## src/rtl/hall_pulse_conditioner.sv

```systemverilog
// Hall-sensor front end: per-channel synchroniser, debounce filter, rise strobe,
// rise-to-rise period measurement with stall detection, and a selectable period readout.
module hall_pulse_conditioner #(
  parameter int N_CHANNELS      = 6,
  parameter int DEBOUNCE_CYCLES = 16,
  parameter int PERIOD_WIDTH    = 16
) (
  input  logic                    clk,
  input  logic                    reset,
  input  logic                    enable,
  input  logic [N_CHANNELS-1:0]   hall_in,
  output logic [N_CHANNELS-1:0]   pulse_level,
  output logic [N_CHANNELS-1:0]   pulse_rise,
  output logic [N_CHANNELS-1:0]   stall,
  output logic [N_CHANNELS-1:0]   period_valid,
  input  logic [3:0]              period_sel,
  output logic [PERIOD_WIDTH-1:0] period_data
);

  localparam logic [7:0]              CNT_LAST = 8'(DEBOUNCE_CYCLES - 1);
  localparam logic [PERIOD_WIDTH-1:0] PC_MAX   = '1;
  localparam logic [PERIOD_WIDTH-1:0] PC_ONE   = PERIOD_WIDTH'(1);

  logic [N_CHANNELS-1:0]   sync1_q, sync2_q;
  logic [N_CHANNELS-1:0]   filt_q, filt_d;
  logic [N_CHANNELS-1:0]   rise_q, rise_d;
  logic [N_CHANNELS-1:0]   stall_q, stall_d;
  logic [N_CHANNELS-1:0]   rise_seen_q, rise_seen_d;
  logic [N_CHANNELS-1:0]   pvalid_q, pvalid_d;
  logic [7:0]              cnt_q  [N_CHANNELS];
  logic [7:0]              cnt_d  [N_CHANNELS];
  logic [PERIOD_WIDTH-1:0] pc_q   [N_CHANNELS];
  logic [PERIOD_WIDTH-1:0] pc_d   [N_CHANNELS];
  logic [PERIOD_WIDTH-1:0] preg_q [N_CHANNELS];
  logic [PERIOD_WIDTH-1:0] preg_d [N_CHANNELS];
  logic [PERIOD_WIDTH-1:0] pdata_q, pdata_d;
  logic [N_CHANNELS-1:0]   accept;
  logic [N_CHANNELS-1:0]   rise_acc;

  always_comb begin
    accept   = '0;
    rise_acc = '0;
    for (int i = 0; i < N_CHANNELS; i++) begin
      accept[i]   = enable && (sync2_q[i] != filt_q[i]) && (cnt_q[i] == CNT_LAST);
      rise_acc[i] = accept[i] && sync2_q[i];
    end
  end

  always_comb begin
    filt_d      = filt_q;
    rise_d      = '0;
    stall_d     = stall_q;
    rise_seen_d = rise_seen_q;
    pvalid_d    = pvalid_q;
    for (int i = 0; i < N_CHANNELS; i++) begin
      cnt_d[i]  = cnt_q[i];
      pc_d[i]   = pc_q[i];
      preg_d[i] = preg_q[i];
      if (!enable) begin
        filt_d[i]      = 1'b0;
        stall_d[i]     = 1'b0;
        rise_seen_d[i] = 1'b0;
        pvalid_d[i]    = 1'b0;
        cnt_d[i]       = '0;
        pc_d[i]        = '0;
        preg_d[i]      = '0;
      end else begin
        if (sync2_q[i] == filt_q[i]) begin
          cnt_d[i] = '0;
        end else if (!accept[i]) begin
          cnt_d[i] = cnt_q[i] + 8'd1;
        end else begin
          filt_d[i] = sync2_q[i];
          cnt_d[i]  = '0;
        end
        // A rise on the saturating edge wins: the counter restarts and stall clears.
        if (rise_acc[i]) begin
          preg_d[i]      = pc_q[i];
          pc_d[i]        = PC_ONE;
          stall_d[i]     = 1'b0;
          rise_seen_d[i] = 1'b1;
          pvalid_d[i]    = pvalid_q[i] | rise_seen_q[i];
          rise_d[i]      = 1'b1;
        end else begin
          pc_d[i]    = (pc_q[i] == PC_MAX) ? pc_q[i] : pc_q[i] + PC_ONE;
          stall_d[i] = stall_q[i] | (pc_q[i] == PC_MAX);
        end
      end
    end
  end

  always_comb begin
    pdata_d = '0;
    if (enable) begin
      for (int i = 0; i < N_CHANNELS; i++) begin
        if (period_sel == 4'(i)) pdata_d = preg_q[i];
      end
    end
  end

  always_ff @(posedge clk or negedge reset) begin
    if (!reset) begin
      sync1_q     <= '0;
      sync2_q     <= '0;
      filt_q      <= '0;
      rise_q      <= '0;
      stall_q     <= '0;
      rise_seen_q <= '0;
      pvalid_q    <= '0;
      pdata_q     <= '0;
      for (int i = 0; i < N_CHANNELS; i++) begin
        cnt_q[i]  <= '0;
        pc_q[i]   <= '0;
        preg_q[i] <= '0;
      end
    end else begin
      sync1_q     <= hall_in;
      sync2_q     <= sync1_q;
      filt_q      <= filt_d;
      rise_q      <= rise_d;
      stall_q     <= stall_d;
      rise_seen_q <= rise_seen_d;
      pvalid_q    <= pvalid_d;
      pdata_q     <= pdata_d;
      for (int i = 0; i < N_CHANNELS; i++) begin
        cnt_q[i]  <= cnt_d[i];
        pc_q[i]   <= pc_d[i];
        preg_q[i] <= preg_d[i];
      end
    end
  end

  assign pulse_level  = filt_q;
  assign pulse_rise   = rise_q;
  assign stall        = stall_q;
  assign period_valid = pvalid_q;
  assign period_data  = pdata_q;

endmodule
```

## config.mk

```make
export PLATFORM = sky130hd
export DESIGN_NAME = hall_pulse_conditioner
export DESIGN_NICKNAME = d
export VERILOG_FILES = /design/src/rtl/hall_pulse_conditioner.sv
export SDC_FILE = /design/constraint.sdc
export NUM_CORES = 1
export LEC_CHECK = 0
export BUFFER_PORTS_ARGS = -buffer_cell sky130_fd_sc_hd__buf_2
export CORE_ASPECT_RATIO = 2
export CORE_MARGIN = 2
export CORE_UTILIZATION = 56
export CTS_CLUSTER_SIZE = 20
export DETAILED_ROUTE_END_ITERATION = 8
export PLACE_DENSITY = 0.76
export SYNTH_ARGS = -nofsm -noshare
export SYNTH_HDL_FRONTEND = slang
export SYNTH_SLANG_ARGS = --single-unit
```

## constraint.sdc

```tcl
create_clock -name clk -period 1.8 [get_ports clk]
set_input_delay 0.18 -clock clk [delete_from_list [all_inputs] [get_ports clk]]
set_output_delay 0.18 -clock clk [all_outputs]
set_load 0.005 [all_outputs]
```

# Word level (Yosys, flattened, before mapping)
# Cells that the tools add are included.
word_totals:
  reg_bits: 298
  in_bits: 13
  output_inout_bits: 40
  wordCells: 264
classes:
  n_addsub: 12
  n_eq_ne: 53
  mux: 121
  bitwise: 12
  n_reduce_logical: 25
op_table:
  columns: ["operator", "n"]
  rows:
  - ["$mux W16", 37]
  - ["$mux W8", 18]
  - ["$add A16 B1 Y16 const B", 6]
  - ["$eq A16 B16 Y1 const B", 6]
  - ["$mux W1", 66]
  - ["$add A8 B1 Y8 const B", 6]
  - ["$eq A8 B4 Y1 const B", 6]
  - ["$ne A2 B1 Y1 const B", 12]
  - ["$logic_and A1 B1 Y1", 18]
  - ["$ne A3 B3 Y1 const B", 6]
  - ["$ne A2 B2 Y1 const B", 6]
  - ["$or A1 B1 Y1", 12]
  - ["$reduce_and A2 Y1", 6]
  - ["$eq A4 B2 Y1 const B", 2]
  - ["$eq A4 B3 Y1 const B", 2]
  - ["$eq A1 B1 Y1", 6]
  - ["$ne A1 B1 Y1", 6]
  - ["$eq A4 B1 Y1 const B", 1]
  - ["$logic_not A4 Y1", 1]

# Longest topological paths before layout
# Gate-level depths: netlist (run 1).
logic_depth:
  ltp_word: 8
  ltp_mapped: 8
  ltp_nobuf: 6

# Worst setup path before layout (run 1)
# Ideal clock, no wire load.
synth_timing:
  path_kind: "register -> register"
  startpoint: "register cnt_q[8] in the netlist's numbering"
  endpoint: "register pc_q[16] in the netlist's numbering"
  setup_ns: 0.120
  arrival_ns: 1.846
  required_ns: 1.680
  setup_slack_ns: -0.166
  path_stages_with_launch: 8
  n_path_buf: 2
  synth_period_minus_slack_ns: 1.966
  cell_sequence: "dfrtp_1 ha_1 and3_1 clkbuf_1 and3_1 buf_2 or4_1 o211a_1"
synth_via:
  elab_chain_len: 5
  elab_cells_between_ends: 6
  classes_between: "eq/ne: 2; mux: 2; reduce/logical: 2"
synth_rtl:
  columns: ["item", "line_no", "text"]
  rows:
  - ["start, declared", "30", "logic [7:0] cnt_q [N_CHANNELS];"]
  - ["start signal, assigned by index", "126", "cnt_q[i] <= cnt_d[i];"]
  - ["$eq A8 B4 Y1 (*)", "44", "accept[i] = enable && (sync2_q[i] != filt_q[i]) && (cnt_q[i] == CNT_LAST);"]
  - ["$logic_and A1 B1 Y1 (*)", "44", null]
  - ["$logic_and A1 B1 Y1 (*)", "45", "rise_acc[i] = accept[i] && sync2_q[i];"]
  - ["$mux W16", "77", "if (rise_acc[i]) begin"]
  - ["$mux W16", "59", "if (!enable) begin"]
  - ["end signal, assigned by index", "127", "pc_q[i] <= pc_d[i];"]
  - ["end, declared", "32", "logic [PERIOD_WIDTH-1:0] pc_q [N_CHANNELS];"]
# Mark *: on every way between the ends. The rest lies on a longest branch, timed or not.
# A chain may end at the register's enable or synchronous reset.

# Worst setup path in the final report (run 1)
layout_timing:
  startpoint: "register cnt_q[38] in the netlist's numbering"
  endpoint: "register preg_q[72] in the netlist's numbering"
layout_via:
  elab_chain_len: 4
layout_rtl:
  columns: ["item", "line_no", "text"]
  rows:
  - ["$eq A8 B4 Y1", "44", null]
  - ["$logic_and A1 B1 Y1", "44", null]
  - ["$logic_and A1 B1 Y1", "45", null]
  - ["$ne A2 B1 Y1 (no line)", null, null]
  - ["end signal, assigned by index", "128", "preg_q[i] <= preg_d[i];"]
  - ["end, declared", "34", "logic [PERIOD_WIDTH-1:0] preg_q [N_CHANNELS];"]
# No other way between the ends.

==> results of run 1 <==
==> where the power goes <==
part | switching [mW] | total, mW | internal (mW)
Combinational | 0.439 | 0.676 | 0.237
Sequential | 0.0564 | 6.81 | 6.75
Clock | 2.60 | 5.93 | 3.33
==> synth_stat cells (8+ instances only) <==
| cell | number |
|---|---|
| sky130_fd_sc_hd__or2_2 | 9 |
| sky130_fd_sc_hd__xnor2_1 | 27 |
| sky130_fd_sc_hd__nor3_1 | 35 |
| sky130_fd_sc_hd__and3_1 | 23 |
| sky130_fd_sc_hd__dfrtp_1 | 298 |
| sky130_fd_sc_hd__a211oi_1 | 13 |
| sky130_fd_sc_hd__a222oi_1 | 11 |
| sky130_fd_sc_hd__nor2_1 | 130 |
| sky130_fd_sc_hd__or3_1 | 19 |
| sky130_fd_sc_hd__a21oi_1 | 136 |
| sky130_fd_sc_hd__mux4_2 | 11 |
| sky130_fd_sc_hd__o21ai_0 | 46 |
| sky130_fd_sc_hd__a31oi_1 | 16 |
| sky130_fd_sc_hd__o31ai_1 | 15 |
| sky130_fd_sc_hd__and4_1 | 13 |
| sky130_fd_sc_hd__buf_2 | 17 |
| sky130_fd_sc_hd__or4_1 | 19 |
| sky130_fd_sc_hd__nand3_1 | 70 |
| sky130_fd_sc_hd__xor2_1 | 22 |
| sky130_fd_sc_hd__nand4_1 | 20 |
| sky130_fd_sc_hd__nor4_1 | 13 |
| sky130_fd_sc_hd__clkbuf_1 | 46 |
| sky130_fd_sc_hd__nand2b_1 | 13 |
| sky130_fd_sc_hd__nor2b_1 | 8 |
| sky130_fd_sc_hd__ha_1 | 12 |
| sky130_fd_sc_hd__mux2i_1 | 23 |
| sky130_fd_sc_hd__inv_1 | 11 |
| sky130_fd_sc_hd__nand2_1 | 266 |
==> metal layers <==
metal  GRT usage, %  up-vias  share of wire [%]
met2           51.0      439                 53
met5              0        -              0.029
met1           31.5     6012                 35
met3           3.35      157                4.4
met4           17.6        2                7.5
li1               -     5506                  -
==> timing repair <==
item / in CTS / in global routing
setup buffers: 4 / 15
endpoints found under the setup margin: 46 / 111
cloned: 0 / 9
pin swaps: 1 / 26
hold buffers: 7 / 0
gates resized for setup: 10 / 111
endpoints found under the hold margin: 253 / 0
==> registers in the layout (all words and copies together), names as in the netlist <==
register and cells:
preg_q 96, cnt_q 48, period_valid 6, sync1_q 6
pulse_rise 6, period_data 16, sync2_q 6, pc_q 96
pulse_level 6, rise_seen_q 6, stall 6
==> layout make-up <==
type | instances | area share (%)
Clock buffer | 33 | 4.20
Timing Repair Buffer | 231 | 11.2
Sequential cell | 298 | 43.0
Tap cell | 332 | 2.40
Multi-Input combinational cell | 1056 | 37.7
Inverter | 14 | 0.368
Clock inverter | 16 | 1.05
==> final timing paths <==
kind | to | slack [ps] | cells after the start
setup reg to reg | preg_q[72] | -80 | 7
max in group asynchronous | sync1_q[1] | 1010 | 3
hold / removal | cnt_q[32] | 110 | 3
setup / recovery | preg_q[72] | -80 | 7
hold reg to reg | sync2_q[4] | 340 | 0
min in group asynchronous | cnt_q[45] | 150 | 2
==> stage by stage <==
step,total power [mW],TNS (ps),setup WS (ps),utilization (%),instances
floorplan,7.18,-88.4,-88.4,-,1435
global placement,7.53,-734,-72.6,63.8,1896
detailed placement,7.55,-1970,-140,63.8,1896
CTS,13.5,-25.2,-17.6,68.1,1956
global route,13.8,-2300,-114,71.0,1980
finish,13.4,-642,-84.5,71.0,1980
==> tightest hold or removal path, stage by stage <==
cell and delay [ps]:
sky130_fd_sc_hd__buf_2 180, sky130_fd_sc_hd__nand3_1 210, sky130_fd_sc_hd__nor2_1 60
==> kinds of logic (layout without fill, tap and decap cells) <==
family | Yosys count | after routing | share of synthesized area [%]
DFF | 298 | 298 | 53.5
adders and majority gates | 12 | 12 | 1.08
xor gates and xnor gates | 49 | 49 | 3.08
AOI/OAI and AO/OA | 286 | 286 | 12.7
buffers and inverters | 81 | 294 | 2.36
and+or+nand+nor | 670 | 670 | 23.4
muxes | 39 | 39 | 3.84
==> flow_summary.yaml, run 1 <==
clocking:
  maximum_buffer_depth_of_the_clock_tree: 3
  clkSinkCount: 298
  clock_latency_ps: 570
  clock_tree.htree_level_count: 1
  cts_buffers: 27
  clk_pin_slew_worst_paths_ps: 70
  clock_tree_from_tritoncts: "built"
  cts_root_buffer: "sky130_fd_sc_hd__clkbuf_16"
final_layout:
  antenna_cells: 0
  final_layout_size_suffix_gt1_share_pct: 23.8
  multi_input_area_mm2: 0.00654
  seq_area_mm2: 0.00746
  final_common_cell: "sky130_fd_sc_hd__dfrtp_1"
  layout.filler_cells: 1780
  syn_to_final_growth_pct: 24.5
  postLayoutCellArea_mm2: 0.0173
  commonest_cells_after_routing_fill_and_taps_aside: "sky130_fd_sc_hd__dfrtp_1, sky130_fd_sc_hd__nand2_1, sky130_fd_sc_hd__buf_4, sky130_fd_sc_hd__nor2_1, sky130_fd_sc_hd__a21oi_1"
  final_nets: 1653
worst_setup_path:
  setup.worst_path.start_class: "flip-flop"
  startpoint: "cnt_q[38]"
  ordered_cell_list_for_the_critical_path: "or4_4, buf_6, nor3_4, buf_4, clkbuf_16, nand2_1, a21oi_1"
  worst_path_max_delay_cell: "sky130_fd_sc_hd__or4_4"
  path_class: "reg -> reg"
  critPathTopFamily: "simple AND/OR/NAND/NOR gates"
  critical-path-max-stage-delay_ps: 570
  cp-end-kind: "flip-flop"
  worstPathBufferInverterCount: 3
  worst-path-max-fanout: 9
  critical_path_arrival_ps: 2360
  worst_ep_required_time_ps: 2280
  reg2reg_launch_point: "cnt_q[38]"
timing:
  setup_viol: 21
  post_route_worst_setup_slack_ps: -84.5
  timing_max_transition_violations_final: 0
  max_slew.worst_pin.slew_ps: 1250
  maxClockFrequency_ghz: 0.531
  worst_hold_slack_ps: 112
  final_period_minus_worst_setup_slack_ps: 1880
  slew_headroom_pct: 16.5
  setup_repair_after_global_routing_missed_its_margin: "true"
  final_hold_viol_count: 0
  min_period_over_period_pct: 105
  clock_skew_ps: 20.0
floorplan:
  die_area_mm2: 0.0262
  placeable_core_region_mm2: 0.0244
  floorplan_die_height_um: 227
  initial_standard_cell_utilization_of_the_core_pct: 57.0
  fp.dieW_um: 116
  std_cell_rows: 81
  ios: 53
logic_synthesis:
  synthArstFlopShare_pct: 100
  synth_top_area_share_pct: 53.5
  postSynthNetCount: 1460
  synth.largest_area_cell: "sky130_fd_sc_hd__dfrtp_1"
  synth_cell_type_count: 65
  synth.avg_cell_area_um2: 9.71
  synth_sequential_area_ratio_pct: 53.5
  synth_cells: 1435
  syn_area_mm2: 0.0139
  main_synth_ff_type: "sky130_fd_sc_hd__dfrtp_1"
  synth_edf_count: 0
  synth_seq_cells: 298
  synth.top_cells.by_area: "sky130_fd_sc_hd__dfrtp_1, sky130_fd_sc_hd__nand2_1, sky130_fd_sc_hd__a21oi_1, sky130_fd_sc_hd__nor2_1, sky130_fd_sc_hd__nand3_1"
  ys.warnings.count: 0
place:
  area_post_placement_mm2: 0.0156
  globalplace.congestion: 0.907
  buffer_ports.inserted: 52
  dpl.hpwl_mm: 26.1
drt:
  postRouteWirelength_mm: 38.4
  detail-route-antenna-nets: 0
  wl_per_cell_um: 19.4
  drt-vias-per-instance: 6.12
  detailroute.via_count: 12100
  drt_first_pass_iters: 6
  dr.first_iter.drc_count: 1001
  post-route-drc-count: 0
run_status:
  failed_checks: "setup timing"
  outcome: "finished with violations"
pwr:
  vdd_ir_max_v: 0.000760
  powerDensity_mw_per_mm2: 774
  power.leakage_nw: 7.60
global_routing:
  globalRouteTotalUtil_pct: 28.4
  antenna_violations_before_repair: 1
  first_pass_grt_wire_length_mm: 59.0
  grt_max_degree: 57
  globalRouteOverflowTotal: 0
  first_global_vias: 11800
flow_run:
  number_of_maximum_capacitance_violations: 0
hold_path:
  hold_path_class: "in -> reg"
  min_from: "enable"
Power figures use the tool's default switching activity.
==> inputs of run 2 (changes only) <==
--- a/config.mk
+++ b/config.mk
@@ -5,6 +5,7 @@
 export SDC_FILE = /design/constraint.sdc
 export NUM_CORES = 1
 export LEC_CHECK = 0
+export ABC_AREA = 1
 export BUFFER_PORTS_ARGS = -buffer_cell sky130_fd_sc_hd__buf_2
 export CORE_ASPECT_RATIO = 2
 export CORE_MARGIN = 2
==> run 2 against run 1 <==
  * The run now ends clean
  * Worst setup slack better by 190 ps
  * Final area fell by 1.4%
  * Fmax grew 11%
  * Synthesized cell count rose by 33%
  * Power up 0.35%
  * Sequential share of layout area rose by 0.57 points
  * Clock power is essentially flat
  * Die area grew 9.1%
  * Clock-buffer cell count grew 1
  * Wire length rose by 6.1%
  * Critical path depth is 1 lower
==> flow_summary.yaml, run 2 <==
run_status:
  outcome: "finished, final reports clean"
timing:
  post_route_worst_setup_slack_ps: 110
  final_hold_viol_count: 0
  max_slew.worst_pin.slew_ps: 444
  maxClockFrequency_ghz: 0.592
  final_period_minus_worst_setup_slack_ps: 1690
  setup_repair_after_global_routing_missed_its_margin: "true"
  setup_viol: 0
  slew_headroom_pct: 70.1
  min_period_over_period_pct: 93.9
  timing_max_transition_violations_final: 0
  clock_skew_ps: 14.4
logic_synthesis:
  synth_seq_cells: 298
  synth.largest_area_cell: "sky130_fd_sc_hd__dfrtp_1"
  synth_cell_type_count: 41
  synth_top_area_share_pct: 49.0
  synth_cells: 1907
  syn_area_mm2: 0.0152
  synthMostInstantiatedCell: "sky130_fd_sc_hd__nand2_1"
  main_synth_ff_type: "sky130_fd_sc_hd__dfrtp_1"
  synth_edf_count: 0
  post_synth_most_frequent_cells: "sky130_fd_sc_hd__nand2_1, sky130_fd_sc_hd__dfrtp_1, sky130_fd_sc_hd__nand3_1"
  synth_sequential_area_ratio_pct: 49.0
  postSynthNetCount: 1932
  synth.top_cells.by_area: "sky130_fd_sc_hd__dfrtp_1, sky130_fd_sc_hd__nand2_1, sky130_fd_sc_hd__nand3_1, sky130_fd_sc_hd__inv_1, sky130_fd_sc_hd__nor2_1"
  synth.avg_cell_area_um2: 7.99
  ys.warnings.count: 0
  synthArstFlopShare_pct: 100
worst_setup_path:
  worst-path-max-fanout: 30
  path_class: "reg -> reg"
  worstPathBufferInverterCount: 1
  critical_path_arrival_ps: 2140
  ordered_cell_list_for_the_critical_path: "ha_2, nand3_2, nor2_4, nand2_2, buf_6, o31ai_2"
  critPathTopFamily: "simple AND/OR/NAND/NOR gates"
  setup.worst_path.start_class: "flip-flop"
  critical-path-max-stage-delay_ps: 390
  cp-end-kind: "flip-flop"
  worst_ep_required_time_ps: 2250
  worst_path_max_delay_cell: "sky130_fd_sc_hd__dfrtp_1"
drt:
  detailroute.via_count: 13300
  post-route-drc-count: 0
  drt_first_pass_iters: 8
  wl_per_cell_um: 17.3
  dr.first_iter.drc_count: 1007
  detail-route-antenna-nets: 0
  drt-vias-per-instance: 5.64
  postRouteWirelength_mm: 40.7
final_layout:
  antenna_cells: 0
  final_nets: 2018
  utilization_pct: 63.8
  final_layout_size_suffix_gt1_share_pct: 13.7
  reg.largest.list: "pc_q (96), preg_q (96), cnt_q (48)"
  syn_to_final_growth_pct: 12.3
  commonest_cells_after_routing_fill_and_taps_aside: "sky130_fd_sc_hd__nand2_1, sky130_fd_sc_hd__dfrtp_1, sky130_fd_sc_hd__nand3_1, sky130_fd_sc_hd__inv_1, sky130_fd_sc_hd__nor2_1"
  layoutNonFillerInstCount: 2360
  final_common_cell: "sky130_fd_sc_hd__nand2_1"
clocking:
  cts_root_buffer: "sky130_fd_sc_hd__clkbuf_16"
  cts_buffers: 27
  clkSinkCount: 298
  clock_latency_ps: 560
  clk_pin_slew_worst_paths_ps: 70
  clock_tree_from_tritoncts: "built"
  maximum_buffer_depth_of_the_clock_tree: 3
  clock_tree.htree_level_count: 1
flow_run:
  number_of_maximum_capacitance_violations: 0
hold_path:
  hold_path_class: "in -> async"
floorplan:
  placeable_core_region_mm2: 0.0268
  die_area_mm2: 0.0286
  initial_standard_cell_utilization_of_the_core_pct: 56.8
  floorplan_die_height_um: 237
  std_cell_rows: 85
  fp.dieW_um: 121
  ios: 53
place:
  buffer_ports.inserted: 52
  globalplace.congestion: 0.982
  dpl.hpwl_mm: 30.3
  post-place-cells: 2301
  pre_cts_slack_ps: 0.0124
pwr:
  power.leakage_nw: 8.26
  vdd_ir_max_v: 0.000900
  total_power_mw: 13.5
  powerDensity_mw_per_mm2: 788
global_routing:
  first_pass_grt_wire_length_mm: 66.7
  antenna_violations_before_repair: 0
  globalRouteTotalUtil_pct: 29.2
  grt_max_degree: 72
  globalRouteOverflowTotal: 0
  first_global_vias: 13500
==> run 2: changes by cell type after synthesis, sizes merged, moves of 25 or more <==
cell / delta
nand2: +241
inv: +192
nand3: +187
o21ai: +102
a21oi: -94
nor2: +80
buf: +42
clkbuf: -41
nand4: +27
xnor2: -25
==> run 2: logic make-up after synthesis <==
kind of cell             share of synthesized area, %
AND/OR/NAND/NOR                                  32.4
adder cells (fa/ha/maj)                         0.986
XOR/XNOR                                        0.288
flip-flops                                       49.0
buffers and inverters                            7.96
AO/OA/AOI/OAI                                    9.41
==> run 2: what timing repair did <==
action | 4_1_cts | 5_1_grt
hold endpoints to repair | 306 | 0
setup buffers | 2 | 1
endpoints found under the setup margin | 1 | 108
pin swaps | 1 | 3
gates resized for setup | 0 | 18
hold buffers | 8 | 0
==> run 2: worst register-to-register path, stage by stage, from the launching register on <==
cell and delay (ps):
sky130_fd_sc_hd__dfrtp_1 390, sky130_fd_sc_hd__ha_2 230, sky130_fd_sc_hd__nand3_2 130, sky130_fd_sc_hd__nor2_4 210
sky130_fd_sc_hd__nand2_2 150, sky130_fd_sc_hd__buf_6 220, sky130_fd_sc_hd__o31ai_2 270
==> run 2: report_power, final <==
part	total, mW	internal, mW	switching (mW)
clock	5.90	3.31	2.60
combinational	0.736	0.217	0.520
sequential	6.83	6.76	0.0659
total	13.5	10.3	3.18
==> run 2: cell type report <==
cell class / count / area, um^2
Multi-Input combinational cell: 1335 / 6620
Sequential cell: 298 / 7460
Fill cell: 2379 / 9700
Inverter: 206 / 777
Timing Repair Buffer: 125 / 927
Clock buffer: 34 / 732
Tap cell: 348 / 435
Clock inverter: 14 / 154
==> run 2: routing by layer <==
layer	GRT usage, %	vias up	wire [um]
li1	-	6408	-
met2	53.6	416	21600
met3	3.33	156	1700
met4	18.7	0	2870
met1	31.2	6331	14600
met5	0	-	0
==> run 2: stage by stage <==
| step | instance area [um^2] | hold WS [ps] | setup TNS, ps |
|---|---|---|---|
| floorplan | 15200 | -116 | 0 |
| global placement | 16000 | 103 | 0 |
| detailed placement | 16000 | 108 | 0 |
| CTS | 17000 | 113 | 0 |
| global route | 17100 | 128 | -7.38 |
| finish | 17100 | 103 | 0 |
==> run 2: path summary, 6_finish.rpt <==
| path | startpoint | to | slack, ps | cells past startpoint |
|---|---|---|---|---|
| max in group asynchronous | reset | pc_q[30] | 960 | 3 |
| worst max register to register | cnt_q[40] | preg_q[88] | 110 | 6 |
| worst min register to register | sync1_q[0] | sync2_q[0] | 350 | 0 |
| min in group clk | period_sel[3] | period_data[8] | 210 | 5 |
| worst max-delay path | cnt_q[40] | preg_q[88] | 110 | 6 |
| worst min-delay path | reset | cnt_q[27] | 100 | 2 |
==> inputs of run 3 (changes only) <==
--- a/config.mk
+++ b/config.mk
@@ -12,6 +12,7 @@
 export CORE_UTILIZATION = 56
 export CTS_CLUSTER_SIZE = 20
 export DETAILED_ROUTE_END_ITERATION = 8
+export MAX_ROUTING_LAYER = met4
 export PLACE_DENSITY = 0.76
 export SYNTH_ARGS = -nofsm -noshare
 export SYNTH_HDL_FRONTEND = slang
==> run 3 against run 2 <==
  * Die area is the same
  * Fmax decreased by 3.2%
  * First-iteration DRC count rose by 11%
  * Flip-flop and latch count unchanged
  * Clock-buffer cell count up 1
  * Wire length up 1.4%
  * Final area increased by 1.4%
==> flow_summary.yaml, run 3 (synthesis results as in run 2) <==
final_layout:
  layout.filler_cells: 2307
  antenna_cells: 0
  final_layout_size_suffix_gt1_share_pct: 14.2
  syn_to_final_growth_pct: 13.9
  final_nets: 2025
  final_common_cell: "sky130_fd_sc_hd__nand2_1"
  commonest_cells_after_routing_fill_and_taps_aside: "sky130_fd_sc_hd__nand2_1, sky130_fd_sc_hd__dfrtp_1, sky130_fd_sc_hd__nand3_1, sky130_fd_sc_hd__inv_1, sky130_fd_sc_hd__nor2_1"
  reg.largest.list: "pc_q (96), preg_q (96), cnt_q (48)"
floorplan:
  initial_standard_cell_utilization_of_the_core_pct: 56.8
  placeable_core_region_mm2: 0.0268
  fp.dieW_um: 121
  std_cell_rows: 85
  floorplan_die_height_um: 237
  die_area_mm2: 0.0286
  ios: 53
pwr:
  cellInternalPower_mw: 11.2
  clock_power_share_pct: 47.6
  total_power_mw: 14.5
  vdd_ir_max_v: 0.000852
  netSwitchingPower_mw: 3.31
  power.leakage_nw: 8.37
  powerDensity_mw_per_mm2: 834
  power.share.combinational_pct: 5.2
  switching_share_pct: 22.9
  power_frac_seq_pct: 47.2
worst_setup_path:
  path_class: "reg -> reg"
  critical_path.reg2reg.endpoint: "pc_q[94]"
  critical_path_arrival_ps: 2250
  startpoint: "pc_q[81]"
  cp-end-kind: "flip-flop"
  cp-endpoint: "pc_q[94]"
  r2r_cells: 7
  reg2reg_launch_point: "pc_q[81]"
  worst-path-max-fanout: 6
  reg2reg_slack_ps: 50
  setup.worst_path.start_class: "flip-flop"
  worst_ep_required_time_ps: 2310
place:
  buffer_ports.inserted: 52
  dpl.hpwl_mm: 30.3
  pre_cts_slack_ps: -7.10
  globalplace.congestion: 0.995
global_routing:
  antenna_violations_before_repair: 0
  grt_max_degree: 59
  first_global_vias: 13400
  globalRouteOverflowTotal: 0
  first_pass_grt_wire_length_mm: 66.9
  met2_usage_pct: 54.0
  gr-max-usage-layer: "met2"
  use_met1_pct: 31.7
  globalRouteTotalUtil_pct: 30.1
  grt_use_met3_pct: 2.74
flow_run:
  number_of_maximum_capacitance_violations: 0
clocking:
  cts_root_buffer: "sky130_fd_sc_hd__clkbuf_16"
  cts_buffers: 28
  clkSinkCount: 298
  clock_tree_from_tritoncts: "built"
  clk_pin_slew_worst_paths_ps: 80
  clock_latency_ps: 570
  clock_tree.htree_level_count: 1
  maximum_buffer_depth_of_the_clock_tree: 3
drt:
  post-route-drc-count: 0
  detailroute.via_count: 13400
  postRouteWirelength_mm: 41.3
  wl_per_cell_um: 17.4
  drt_first_pass_iters: 6
  detail-route-antenna-nets: 0
  dr.first_iter.drc_count: 1119
  drt-vias-per-instance: 5.65
timing:
  max_slew.worst_pin.slew_ps: 577
  slew_headroom_pct: 61.3
  final_period_minus_worst_setup_slack_ps: 1750
  clock_skew_ps: 19.4
  final_hold_viol_count: 0
  post_route_worst_setup_slack_ps: 54.1
  timing_max_transition_violations_final: 0
  setup_viol: 0
  setup_repair_after_global_routing_missed_its_margin: "true"
  maxClockFrequency_ghz: 0.573
  fin_setup_tns_ps: 0
  min_period_over_period_pct: 97.0
run_status:
  outcome: "finished, final reports clean"
hold_path:
  hold_path_class: "in -> async"
run 3: cell count changes in the layout (fill, tap and decap cells not counted), moves of 2 or more:
cell                        change
sky130_fd_sc_hd__clkbuf_16      +2
sky130_fd_sc_hd__clkbuf_8       +2
sky130_fd_sc_hd__buf_4          +3
sky130_fd_sc_hd__clkinv_2       -3
sky130_fd_sc_hd__bufinv_16      +4
sky130_fd_sc_hd__clkbuf_1       -3
run 3: power by group through the flow:
stage | registers, mW | clock network (mW) | logic, mW
global placement | 6.95 | 0 | 0.710
detailed placement | 6.96 | 0 | 0.723
CTS | 6.83 | 6.98 | 0.745
global route | 6.83 | 7.26 | 0.837
floorplan | 6.95 | 0 | 0.366
finish | 6.83 | 6.89 | 0.750
run 3: cell type report:
type	instances	area, um^2	share of cell area, %
clock inverters	17	282	1.62
repair buffers	130	973	5.61
inverters	206	773	4.46
clock buffers	35	798	4.60
flip-flops and latches	298	7460	43.0
well taps	348	435	2.51
multi-input cells	1336	6620	38.2
run 3: through the flow:
step           hold WS, ps  cells  utilization, %  area, um^2
6_report              93.9   2370            64.7       17300
3_5_place_dp           121   2302            59.9       16100
2_1_floorplan         -116   1907               -       15200
5_1_grt                128   2370            64.7       17300
3_3_place_gp           122   2302            59.9       16100
4_1_cts                116   2364            64.3       17200
run 3: metal layers:
metal | vias up | wire (um)
met2 | 425 | 22000
li1 | 6432 | -
met1 | 6346 | 15000
met4 | 0 | 2760
met5 | - | 0
met3 | 188 | 1590
run 3: critical path, stage by stage, from the launching register on:
cell                      delay [ps]
sky130_fd_sc_hd__dfrtp_1         420
sky130_fd_sc_hd__ha_1            210
sky130_fd_sc_hd__nand3_1         140
sky130_fd_sc_hd__inv_1           140
sky130_fd_sc_hd__nand2_1         100
sky130_fd_sc_hd__nor2_2          270
sky130_fd_sc_hd__nand3_2         270
sky130_fd_sc_hd__nand2_1         130
run 3: repair_timing:
item	CTS	global route
setup endpoints to repair	1	71
hold buffers	8	0
resized for setup	0	15
setup buffers	2	4
hold endpoints to repair	278	0
pin swaps	1	3
gates cloned	0	2
run 3: how the worst min path moves through the flow:
stage,startpoint,to,slack [ps],cells after the start
after floorplan,reset,cnt_q[0],-120,0
after global placement,reset,cnt_q[27],120,1
after detailed placement,reset,cnt_q[27],120,1
after CTS,reset,cnt_q[25],120,2
after global routing,reset,cnt_q[27],130,2
final,reset,cnt_q[29],90,2
